==> src/rtl/fibo_seq_ctrl.sv <==
// fibo_seq_ctrl: instruction sequencer for the Fibonacci datapath.
// Issues LOAD/OUT/ADD/NOP instructions, one per clock, so that the register
// file emits the first n Fibonacci terms. R0/R1 hold the running pair.
// Optional build macro: FIBO_STEP_EN adds a 'step' input that gates FSM
// advancement in the active states (stalled cycles issue NOP).
module fibo_seq_ctrl #(
    parameter int CNT_W  = 8,
    parameter int DATA_W = 8
) (
    input  logic              clk,
    input  logic              rst,
    input  logic              start,
    input  logic              abort,
    input  logic [CNT_W-1:0]  n,
`ifdef FIBO_STEP_EN
    input  logic              step,
`endif
    output logic [2:0]        opcode,
    output logic [1:0]        operand1,
    output logic [1:0]        operand2,
    output logic [DATA_W-1:0] ld_val,
    output logic              busy,
    output logic              done,
    output logic              term_valid,
    output logic [CNT_W-1:0]  term_idx
);

    localparam logic [2:0] OP_NOP  = 3'b000;
    localparam logic [2:0] OP_ADD  = 3'b001;
    localparam logic [2:0] OP_LOAD = 3'b100;
    localparam logic [2:0] OP_OUT  = 3'b101;

    typedef enum logic [2:0] {
        S_IDLE = 3'd0,
        S_LD0  = 3'd1,
        S_LD1  = 3'd2,
        S_OUT  = 3'd3,
        S_ADD  = 3'd4,
        S_DONE = 3'd5
    } state_t;

    state_t              state_r;
    logic [CNT_W-1:0]    n_lat_r;
    logic [CNT_W-1:0]    cnt_r;
    logic [CNT_W-1:0]    cnt_inc_s;
    logic                adv_s;
    logic [2:0]          opcode_r;
    logic [1:0]          operand1_r;
    logic [1:0]          operand2_r;
    logic [DATA_W-1:0]   ld_val_r;
    logic                busy_r;
    logic                done_r;
    logic                term_valid_r;

    assign cnt_inc_s = cnt_r + {{(CNT_W-1){1'b0}}, 1'b1};

`ifdef FIBO_STEP_EN
    assign adv_s = step;
`else
    assign adv_s = 1'b1;
`endif

    // Sequencer FSM; instruction outputs are registered alongside the state
    always_ff @(posedge clk or posedge rst) begin
        if (rst) begin
            state_r      <= S_IDLE;
            n_lat_r      <= {CNT_W{1'b0}};
            cnt_r        <= {CNT_W{1'b0}};
            opcode_r     <= OP_NOP;
            operand1_r   <= 2'b00;
            operand2_r   <= 2'b00;
            ld_val_r     <= {DATA_W{1'b0}};
            busy_r       <= 1'b0;
            done_r       <= 1'b0;
            term_valid_r <= 1'b0;
        end else begin
            // Every cycle defaults to a NOP; only a real transition issues work
            opcode_r     <= OP_NOP;
            operand1_r   <= 2'b00;
            operand2_r   <= 2'b00;
            ld_val_r     <= {DATA_W{1'b0}};
            done_r       <= 1'b0;
            term_valid_r <= 1'b0;
            case (state_r)
                S_IDLE: begin
                    busy_r <= 1'b0;
                    if (start) begin
                        n_lat_r <= n;
                        cnt_r   <= {CNT_W{1'b0}};
                        if (n != {CNT_W{1'b0}}) begin
                            state_r  <= S_LD0;
                            busy_r   <= 1'b1;
                            opcode_r <= OP_LOAD;
                        end else begin
                            state_r <= S_DONE;
                            done_r  <= 1'b1;
                        end
                    end else begin
                        state_r <= S_IDLE;
                    end
                end
                S_DONE: begin
                    state_r <= S_IDLE;
                    busy_r  <= 1'b0;
                end
                S_LD0, S_LD1, S_OUT, S_ADD: begin
                    if (abort) begin
                        state_r <= S_IDLE;
                        busy_r  <= 1'b0;
                    end else if (!adv_s) begin
                        // Stalled: hold state, keep busy, issue NOP
                        state_r <= state_r;
                        busy_r  <= 1'b1;
                    end else begin
                        busy_r <= 1'b1;
                        case (state_r)
                            S_LD0: begin
                                state_r    <= S_LD1;
                                opcode_r   <= OP_LOAD;
                                operand1_r <= 2'b01;
                                ld_val_r   <= {{(DATA_W-1){1'b0}}, 1'b1};
                            end
                            S_LD1: begin
                                state_r      <= S_OUT;
                                opcode_r     <= OP_OUT;
                                operand1_r   <= 2'b00;
                                term_valid_r <= 1'b1;
                            end
                            S_OUT: begin
                                cnt_r <= cnt_inc_s;
                                if (cnt_inc_s == n_lat_r) begin
                                    state_r <= S_DONE;
                                    busy_r  <= 1'b0;
                                    done_r  <= 1'b1;
                                end else if (cnt_r == {CNT_W{1'b0}}) begin
                                    // Second term is R1 straight from its load
                                    state_r      <= S_OUT;
                                    opcode_r     <= OP_OUT;
                                    operand1_r   <= {1'b0, cnt_inc_s[0]};
                                    term_valid_r <= 1'b1;
                                end else begin
                                    // Destination is the register the next OUT emits
                                    state_r    <= S_ADD;
                                    opcode_r   <= OP_ADD;
                                    operand1_r <= {1'b0, cnt_inc_s[0]};
                                    operand2_r <= {1'b0, ~cnt_inc_s[0]};
                                end
                            end
                            S_ADD: begin
                                state_r      <= S_OUT;
                                opcode_r     <= OP_OUT;
                                operand1_r   <= {1'b0, cnt_r[0]};
                                term_valid_r <= 1'b1;
                            end
                            default: begin
                                state_r <= S_IDLE;
                                busy_r  <= 1'b0;
                            end
                        endcase
                    end
                end
                default: begin
                    state_r <= S_IDLE;
                    busy_r  <= 1'b0;
                end
            endcase
        end
    end

    assign opcode     = opcode_r;
    assign operand1   = operand1_r;
    assign operand2   = operand2_r;
    assign ld_val     = ld_val_r;
    assign busy       = busy_r;
    assign done       = done_r;
    assign term_valid = term_valid_r;
    assign term_idx   = cnt_r;

endmodule

==> config.mk <==
export PLATFORM = sky130hd
export DESIGN_NAME = fibo_seq_ctrl
export DESIGN_NICKNAME = d
export VERILOG_FILES = /design/src/rtl/fibo_seq_ctrl.sv
export SDC_FILE = /design/constraint.sdc
export NUM_CORES = 1
export LEC_CHECK = 0
export CORE_MARGIN = 2
export CORE_UTILIZATION = 35
export DETAILED_ROUTE_END_ITERATION = 10
export HOLD_SLACK_MARGIN = 0.02
export PLACE_DENSITY = 0.67
export SLEW_MARGIN = 20
export SYNTH_ARGS = -nofsm -noshare
export SYNTH_HDL_FRONTEND = slang
export SYNTH_SLANG_ARGS = --single-unit
export TNS_END_PERCENT = 100
==> constraint.sdc <==
create_clock -name clk -period 1.88 [get_ports clk]
set_input_delay 0.564 -clock clk [delete_from_list [all_inputs] [get_ports clk]]
set_output_delay 0.564 -clock clk [all_outputs]
set_load 0.005 [all_outputs]
# Word-level counts from Yosys, hierarchy flattened
# Cells that the tools add are included.
[classes]
addsub = 1
n_eq_ne = 8
muxes = 47
bitwise_logic = 1
reduce_logical = 9
[ops]
columns = ["op", "count"]
rows = [
  ["$mux W8", 4],
  ["$mux W3", 10],
  ["$mux W1", 21],
  ["$pmux W3 S3", 2],
  ["$pmux W8 S2", 1],
  ["$pmux W3 S2", 2],
  ["$add A8 B1 Y8 const B", 1],
  ["$eq A8 B8 Y1", 1],
  ["$logic_not A8 Y1", 1],
  ["$pmux W1 S2", 4],
  ["$reduce_bool A8 Y1", 1],
  ["$eq A3 B2 Y1 const B", 2],
  ["$ne A2 B2 Y1 const B", 3],
  ["$mux W2", 2],
  ["$reduce_and A4 Y1", 1],
  ["$reduce_or A4 Y1", 1],
  ["$eq A3 B1 Y1 const B", 1],
  ["$eq A3 B3 Y1 const B", 1],
  ["$logic_not A3 Y1", 1],
  ["$pmux W1 S3", 1],
  ["$reduce_or A3 Y1", 1],
  ["$reduce_and A2 Y1", 1],
  ["$reduce_bool A2 Y1", 1],
  ["$reduce_or A2 Y1", 1],
  ["$not A1 Y1", 1],
]
[word_totals]
reg_bits = 37
input_bits = 12
output_inout_bits = 26
elab_cells = 76

# Depth between registers and ports, before layout
# Gate-level depths: netlist of run 1.
[logic_depth]
depth_word = 7
depth_mapped = 8
mapped_depth_nobuf = 7

# Least setup slack after synthesis of run 1
# No wires, ideal clock.
[synth_path]
path_kind = "flip-flop to flip-flop"
from = "register cnt_r[0] (netlist: term_idx[0])"
to = "register busy_r (netlist: busy)"
setup_time_ns = 0.148
t_arrival_ns = 1.671
required_ns = 1.732
slack_ns = 0.061
stages_incl_launch_ff = 8
path_buffers = 1
synth_period_minus_slack_ns = 1.819
cell_sequence = "dfrtp_1 -> buf_2 -> inv_1 -> ha_1 -> xor2_1 -> nor3_1 -> o2111a_2 -> a31oi_1"
[synth_via]
elab_chain_len = 6
[synth_lines]
columns = ["item", "line_no", "rtl"]
rows = [
  ["start: declaration", "44", "logic [CNT_W-1:0] cnt_r;"],
  ["start signal: assignment", "68", "cnt_r <= {CNT_W{1'b0}};"],
  ["start signal: assignment", "89", "cnt_r <= {CNT_W{1'b0}};"],
  ["start signal: assignment", "130", "cnt_r <= cnt_inc_s;"],
  ["$add A8 B1 Y8", "55", "assign cnt_inc_s = cnt_r + {{(CNT_W-1){1'b0}}, 1'b1};"],
  ["$eq A8 B8 Y1", "131", "if (cnt_inc_s == n_lat_r) begin"],
  ["$mux W1", "131", ""],
  ["$pmux W1 S2", "116", "case (state_r)"],
  ["$mux W1", "107", "if (abort) begin"],
  ["$pmux W1 S2", "84", "case (state_r)"],
  ["end signal: assignment", "86", "busy_r <= 1'b0;"],
  ["end signal: assignment", "109", "busy_r <= 1'b0;"],
  ["end signal: assignment", "133", "busy_r <= 1'b0;"],
  ["end: declaration", "51", "logic busy_r;"],
]
# No other way between the ends.
# A chain may end at the register's enable or synchronous reset.

# Final worst setup path of run 1
[layout_path]
from = "register cnt_r[4] (netlist: term_idx[4])"
to = "output term_idx[4]"
[layout_rtl]
columns = ["item", "line_no", "rtl"]
rows = [
  ["end: declaration", "25", "output logic [CNT_W-1:0] term_idx"],
]
# No word-level cell between the ends.

==> results_dict.tcl, run 1 <==
set metrics [dict create \
    status "finished, final reports clean" \
    clkTransAtPathRegs_ns 0.10 \
    final.min_clock_period_ns 1.81 \
    final_cell_count_no_fill 267 \
    grt_overflow_total 0 \
    holdWs_ns 0.535 \
    comb_power_share 0.449 \
    path_class "flip-flop to output port" \
    maxCapViolCount 0 \
    fp.dieH_um 71.3 \
    irDropWorstVdd_v 0.000621 \
    synth_fa_ha_area_frac 0.0158 \
    grt_max_degree 28 \
    ys_types 38 \
    finalHoldViolations 0 \
    grt_pass1_vias 1258 \
    drt-initial-drc-count 69 \
    fmax_ghz 0.551 \
    swShare 0.356 \
    cts_tree "built" \
    htreeDepth 1 \
    drive_gt1_frac 0.256 \
    seq_power_share 0.400 \
    fin_worst_skew_ns 0.00492 \
    slew_viol_final 0 \
    worstPathArrival_ns 1.25 \
    synth_cells 165 \
    fin_crit_sh 0.965 \
    setup_viol 0 \
    via_per_inst 4.91 \
    yosys.area_share.simple 0.181 \
    clock-sinks 27 \
    fp-row-count 24 \
    power_density_mw_per_mm2 1050 \
    yosys_warnings 0 \
    routed_wl_um 3470 \
    cts_buffers 3 \
    drc 0 \
    gr-usage-all-layers 0.148 \
    avgSynthCellArea_um2 9.62 \
    muxShareOfSynthArea 0.0568 \
    insertedDiodeCount 0 \
    p_leak_nw 0.993 \
    numPortBuffers 27 \
    synthesis.area_mm2 0.00159 \
    synth_edf_count 0 \
    seq_area_frac_synth 0.426 \
    required_ns 1.32 \
    drt-pass1-iter-count 4 \
    fin_util 0.498 \
    root_buffer "clkbuf_8" \
    min-delay-path-class "flip-flop to flip-flop" \
    end_kind "output port" \
    ios 38 \
    total_power_mw 2.27 \
    synth_top_family_by_area "simple AND/OR/NAND/NOR gates" \
    startpoint_type "flip-flop" \
    syn2layout_area_growth_pct 36.6 \
    grt_pass1_wl_um 5940 \
    synth-compound-area-share 0.149 \
    clkLatencyLatePin_ns 0.28 \
    place_hpwl_um 2560 \
    crit_path_max_fanout 2 \
    dp_cells 255 \
    r2r_slack_ns 0.07 \
    nets 230 \
    post-place-ws_ns -0.272 \
    synth_xor_area_frac 0.0938 \
    fin_setup_tns_ns 0 \
    wl_per_cell_um 13.0 \
    core_mm2 0.00435 \
    setup_slack_ns 0.0665 \
    dieArea_mm2 0.00509 \
    intPower_mw 1.46 \
    postLayoutCellArea_mm2 0.00217 \
    synth_flop_cell "dfrtp_1" \
    p_sw_uw 809 \
    gp_congestion 0.797 \
    antenna_left 0 \
    synth_seq_cells 27 \
    place_area_mm2 0.00199 \
    die_w_um 71.3 \
    pwr-share-clk 0.151 \
    clk_path_buf_depth 2 \
    initial_core_util 0.364 \
    via_count 1311 \
    ys_async_sr_fraction 1.00 \
    antenna_found_initial 0 \
]
layout make-up:
cell class | instances | area [µm²]
fillers | 398 | 2190
multi-input cells | 126 | 862
flip-flops and latches | 27 | 679
repair buffers | 53 | 493
well taps | 52 | 65.1
clock buffers | 3 | 41.3
inverters | 5 | 18.8
clock inverters | 1 | 7.51
cell usage after synthesis (all sizes together) (5+ instances only):
cell type	instances	share of area
o21ai	15	0.047
nor2	14	0.033
mux2	8	0.057
inv	5	0.012
clkbuf	5	0.013
dfrtp	27	0.43
nand3	7	0.025
buf	11	0.050
nand2	17	0.040
xnor2	11	0.061
a21oi	5	0.016
xor2	6	0.033
registers in the layout, summed over array words and instances (netlist names):
name	cells
n_lat_r	8
term_idx	8
state_r	3
opcode	2
busy	1
done	1
ld_val	1
operand1	1
operand2	1
term_valid	1
metal layers:
layer	global-route usage	share of wire	wire length (µm)
met1	0.198	0.48	1650
met2	0.242	0.46	1600
met3	0.0422	0.051	177
met4	0.0314	0.0098	34
met5	0	0	0
power by group through the flow:
| stage | combinational, mW | sequential [mW] | clock, mW |
|---|---|---|---|
| global route | 1.13 | 0.930 | 0.384 |
| floorplan | 0.677 | 0.848 | 0 |
| detailed placement | 0.966 | 0.925 | 0 |
| global placement | 0.950 | 0.925 | 0 |
| CTS | 0.997 | 0.906 | 0.359 |
| finish | 1.02 | 0.908 | 0.343 |
final timing paths:
check,startpoint,end,depth (start not counted)
hold / removal,n_lat_r[4],n_lat_r[4],1
max in group asynchronous,rst,term_idx[6],3
setup / recovery,term_idx[4],term_idx[4],2
hold reg to reg,n_lat_r[4],n_lat_r[4],1
min in group asynchronous,rst,term_idx[4],3
setup reg to reg,term_idx[1],term_valid,6
cell families after synthesis:
kind of cell / count (synthesis)
and+or+nand+nor: 56
DFF: 27
AOI/OAI and AO/OA: 33
adders and majority gates: 2
buffers and inverters: 21
other: 1
xor gates and xnor gates: 17
muxes: 8
cell usage in the layout (no fill, tap or decap), types with 4 or more instances in the layout:
cell type | netlist | final
buf_4 | 10 | 21
a21oi_1 | 5 | 5
buf_6 | 0 | 5
xor2_1 | 6 | 6
nor2_1 | 14 | 13
xnor2_1 | 11 | 10
dfrtp_1 | 27 | 24
nand3_1 | 6 | 6
mux2_2 | 8 | 8
o21ai_0 | 15 | 15
clkdlybuf4s50_1 | 0 | 22
conb_1 | 1 | 10
nand2b_1 | 4 | 4
dlymetal6s2s_1 | 0 | 4
inv_1 | 5 | 5
nand2_1 | 17 | 17
what timing repair did:
item,CTS,global route
setup buffers,4,4
hold buffers,0,0
endpoints found under the setup margin,5,17
pin swaps,0,6
resized for setup,4,16
worst max-delay path: stages (launching register included):
cell	delay [ns]
dfrtp_1	0.38
buf_6	0.11
clkdlybuf4s50_1	0.48
Power figures use the tool's default switching activity.
==> run 2, diff against run 1 <==
- PLACE_DENSITY: 0.67 -> 0.65
- clock period: 1.88 -> 2 ns (I/O delays scaled with it)
==> results_dict.tcl, run 2 (synthesis results as in run 1) <==
set metrics [dict create \
    syn2layout_area_growth_pct 29.9 \
    ff2ff_path_depth 7 \
    numPortBuffers 27 \
    clkLatencyLatePin_ns 0.28 \
    antenna_left 0 \
    final_cell_mix "dfrtp_1 (27), clkdlybuf4s50_1 (27), buf_4 (21)" \
    setup_viol 0 \
    ios 38 \
    clkTransAtPathRegs_ns 0.09 \
    required_ns 1.40 \
    routed_wl_um 3410 \
    gp_congestion 0.861 \
    cpPeakStageDelay_ns 0.50 \
    grt_pass1_wl_um 5870 \
    root_buffer "clkbuf_8" \
    fmax_ghz 0.512 \
    fp.dieH_um 71.3 \
    endpoint "term_idx[2]" \
    drc 0 \
    wl_per_cell_um 13.0 \
    grt_overflow_total 0 \
    r2r-start "term_idx[0]" \
    end_kind "output port" \
    cts_tree "built" \
    cts_buffers 3 \
    dieArea_mm2 0.00509 \
    crit_path_max_fanout 7 \
    rsz0062_at_grt "false" \
    htreeDepth 1 \
    path_class "flip-flop to output port" \
    worst-path-stages 2 \
    nets 225 \
    die_w_um 71.3 \
    crit_family "buffers and inverters" \
    startpoint_type "flip-flop" \
    fp-row-count 24 \
    fin_crit_sh 0.976 \
    grt_max_degree 28 \
    worst-path-buf-inv 2 \
    r2r_slack_ns 0.15 \
    p_leak_nw 0.881 \
    min-delay-path-class "flip-flop to flip-flop" \
    slew_viol_final 0 \
    hold_depth 1 \
    final.min_clock_period_ns 1.95 \
    core_mm2 0.00435 \
    initial_core_util 0.364 \
    fin_worst_skew_ns 0.00406 \
    worstPathArrival_ns 1.35 \
    crit_slowest_cell "clkdlybuf4s50_1" \
    clk_path_buf_depth 2 \
    grt_pass1_vias 1190 \
    power_density_mw_per_mm2 1010 \
    final_cell_count_no_fill 262 \
    startpoint "term_idx[2]" \
    via_per_inst 4.97 \
    via_count 1301 \
    clock-sinks 27 \
    fin_setup_tns_ns 0 \
    finalHoldViolations 0 \
    insertedDiodeCount 0 \
    gr-usage-all-layers 0.146 \
    drive_gt1_frac 0.195 \
    place_hpwl_um 2580 \
    status "finished, final reports clean" \
    reg2reg_to "busy" \
    critical_path.cell_chain "buf_4, clkdlybuf4s50_1" \
    maxCapViolCount 0 \
    dp_cells 256 \
    irDropWorstVdd_v 0.000561 \
    drt-pass1-iter-count 4 \
    antenna_found_initial 0 \
    drt-initial-drc-count 47 \
]
-- run 2: cell types whose count changed in the layout (fill, tap and decap cells not counted), moves of 3 or more --
cell / change
buf_6: -5
clkdlybuf4s50_1: +5
dlymetal6s2s_1: -4
dfrtp_1: +3
dfrtp_2: -3
-- run 2: worst min path at each step --
| stage | from | endpoint | slack (ns) |
|---|---|---|---|
| 2_1_floorplan | n_lat_r[6] | n_lat_r[6] | 0.50 |
| 4_1_cts | n_lat_r[4] | n_lat_r[4] | 0.55 |
| 5_1_grt | n_lat_r[7] | n_lat_r[7] | 0.57 |
| 3_3_place_gp | n_lat_r[6] | n_lat_r[6] | 0.52 |
| 6_report | n_lat_r[3] | n_lat_r[3] | 0.54 |
| 3_5_place_dp | n_lat_r[4] | n_lat_r[4] | 0.53 |
-- run 2: layout make-up --
class                           count  area, µm²
Inverter                            5       18.8
Fill cell                         423       2290
Multi-Input combinational cell    126        828
Timing Repair Buffer               48        428
Sequential cell                    27        676
Tap cell                           52       65.1
Clock buffer                        4       45.0
-- run 2: what timing repair did --
| item | CTS | global route |
|---|---|---|
| buffers inserted | 2 | 0 |
| endpoints found under the setup margin | 1 | 2 |
| hold buffers | 0 | 0 |
| resized for setup | 0 | 1 |
-- run 2: through the flow --
| stage | util | hold WS (ns) | setup slack [ns] | power, mW | cell area, µm² |
|---|---|---|---|---|---|
| final | 0.473 | 0.541 | 0.0480 | 2.08 | 2060 |
| after global routing | 0.473 | 0.570 | 0.000344 | 2.24 | 2060 |
| after CTS | 0.473 | 0.550 | 0.0374 | 2.10 | 2060 |
| after detailed placement | 0.459 | 0.528 | -0.154 | 1.76 | 2000 |
| after global placement | 0.459 | 0.523 | -0.137 | 1.73 | 2000 |
| after floorplan | - | 0.501 | 0.181 | 1.43 | 1620 |
-- run 2: routing by layer --
layer	vias to the layer above	part of all wire	GRT usage
li1	645	-	-
met1	621	0.48	0.210
met2	30	0.47	0.224
met3	5	0.038	0.0183
met4	0	0.017	0.0566
met5	-	0	0
-- run 2: where the power goes --
group          total [mW]  switching, mW  leakage [nW]  internal, mW
logic               0.905          0.391         0.509         0.514
clock network       0.321          0.177        0.0228         0.143
registers           0.858          0.154         0.349         0.704
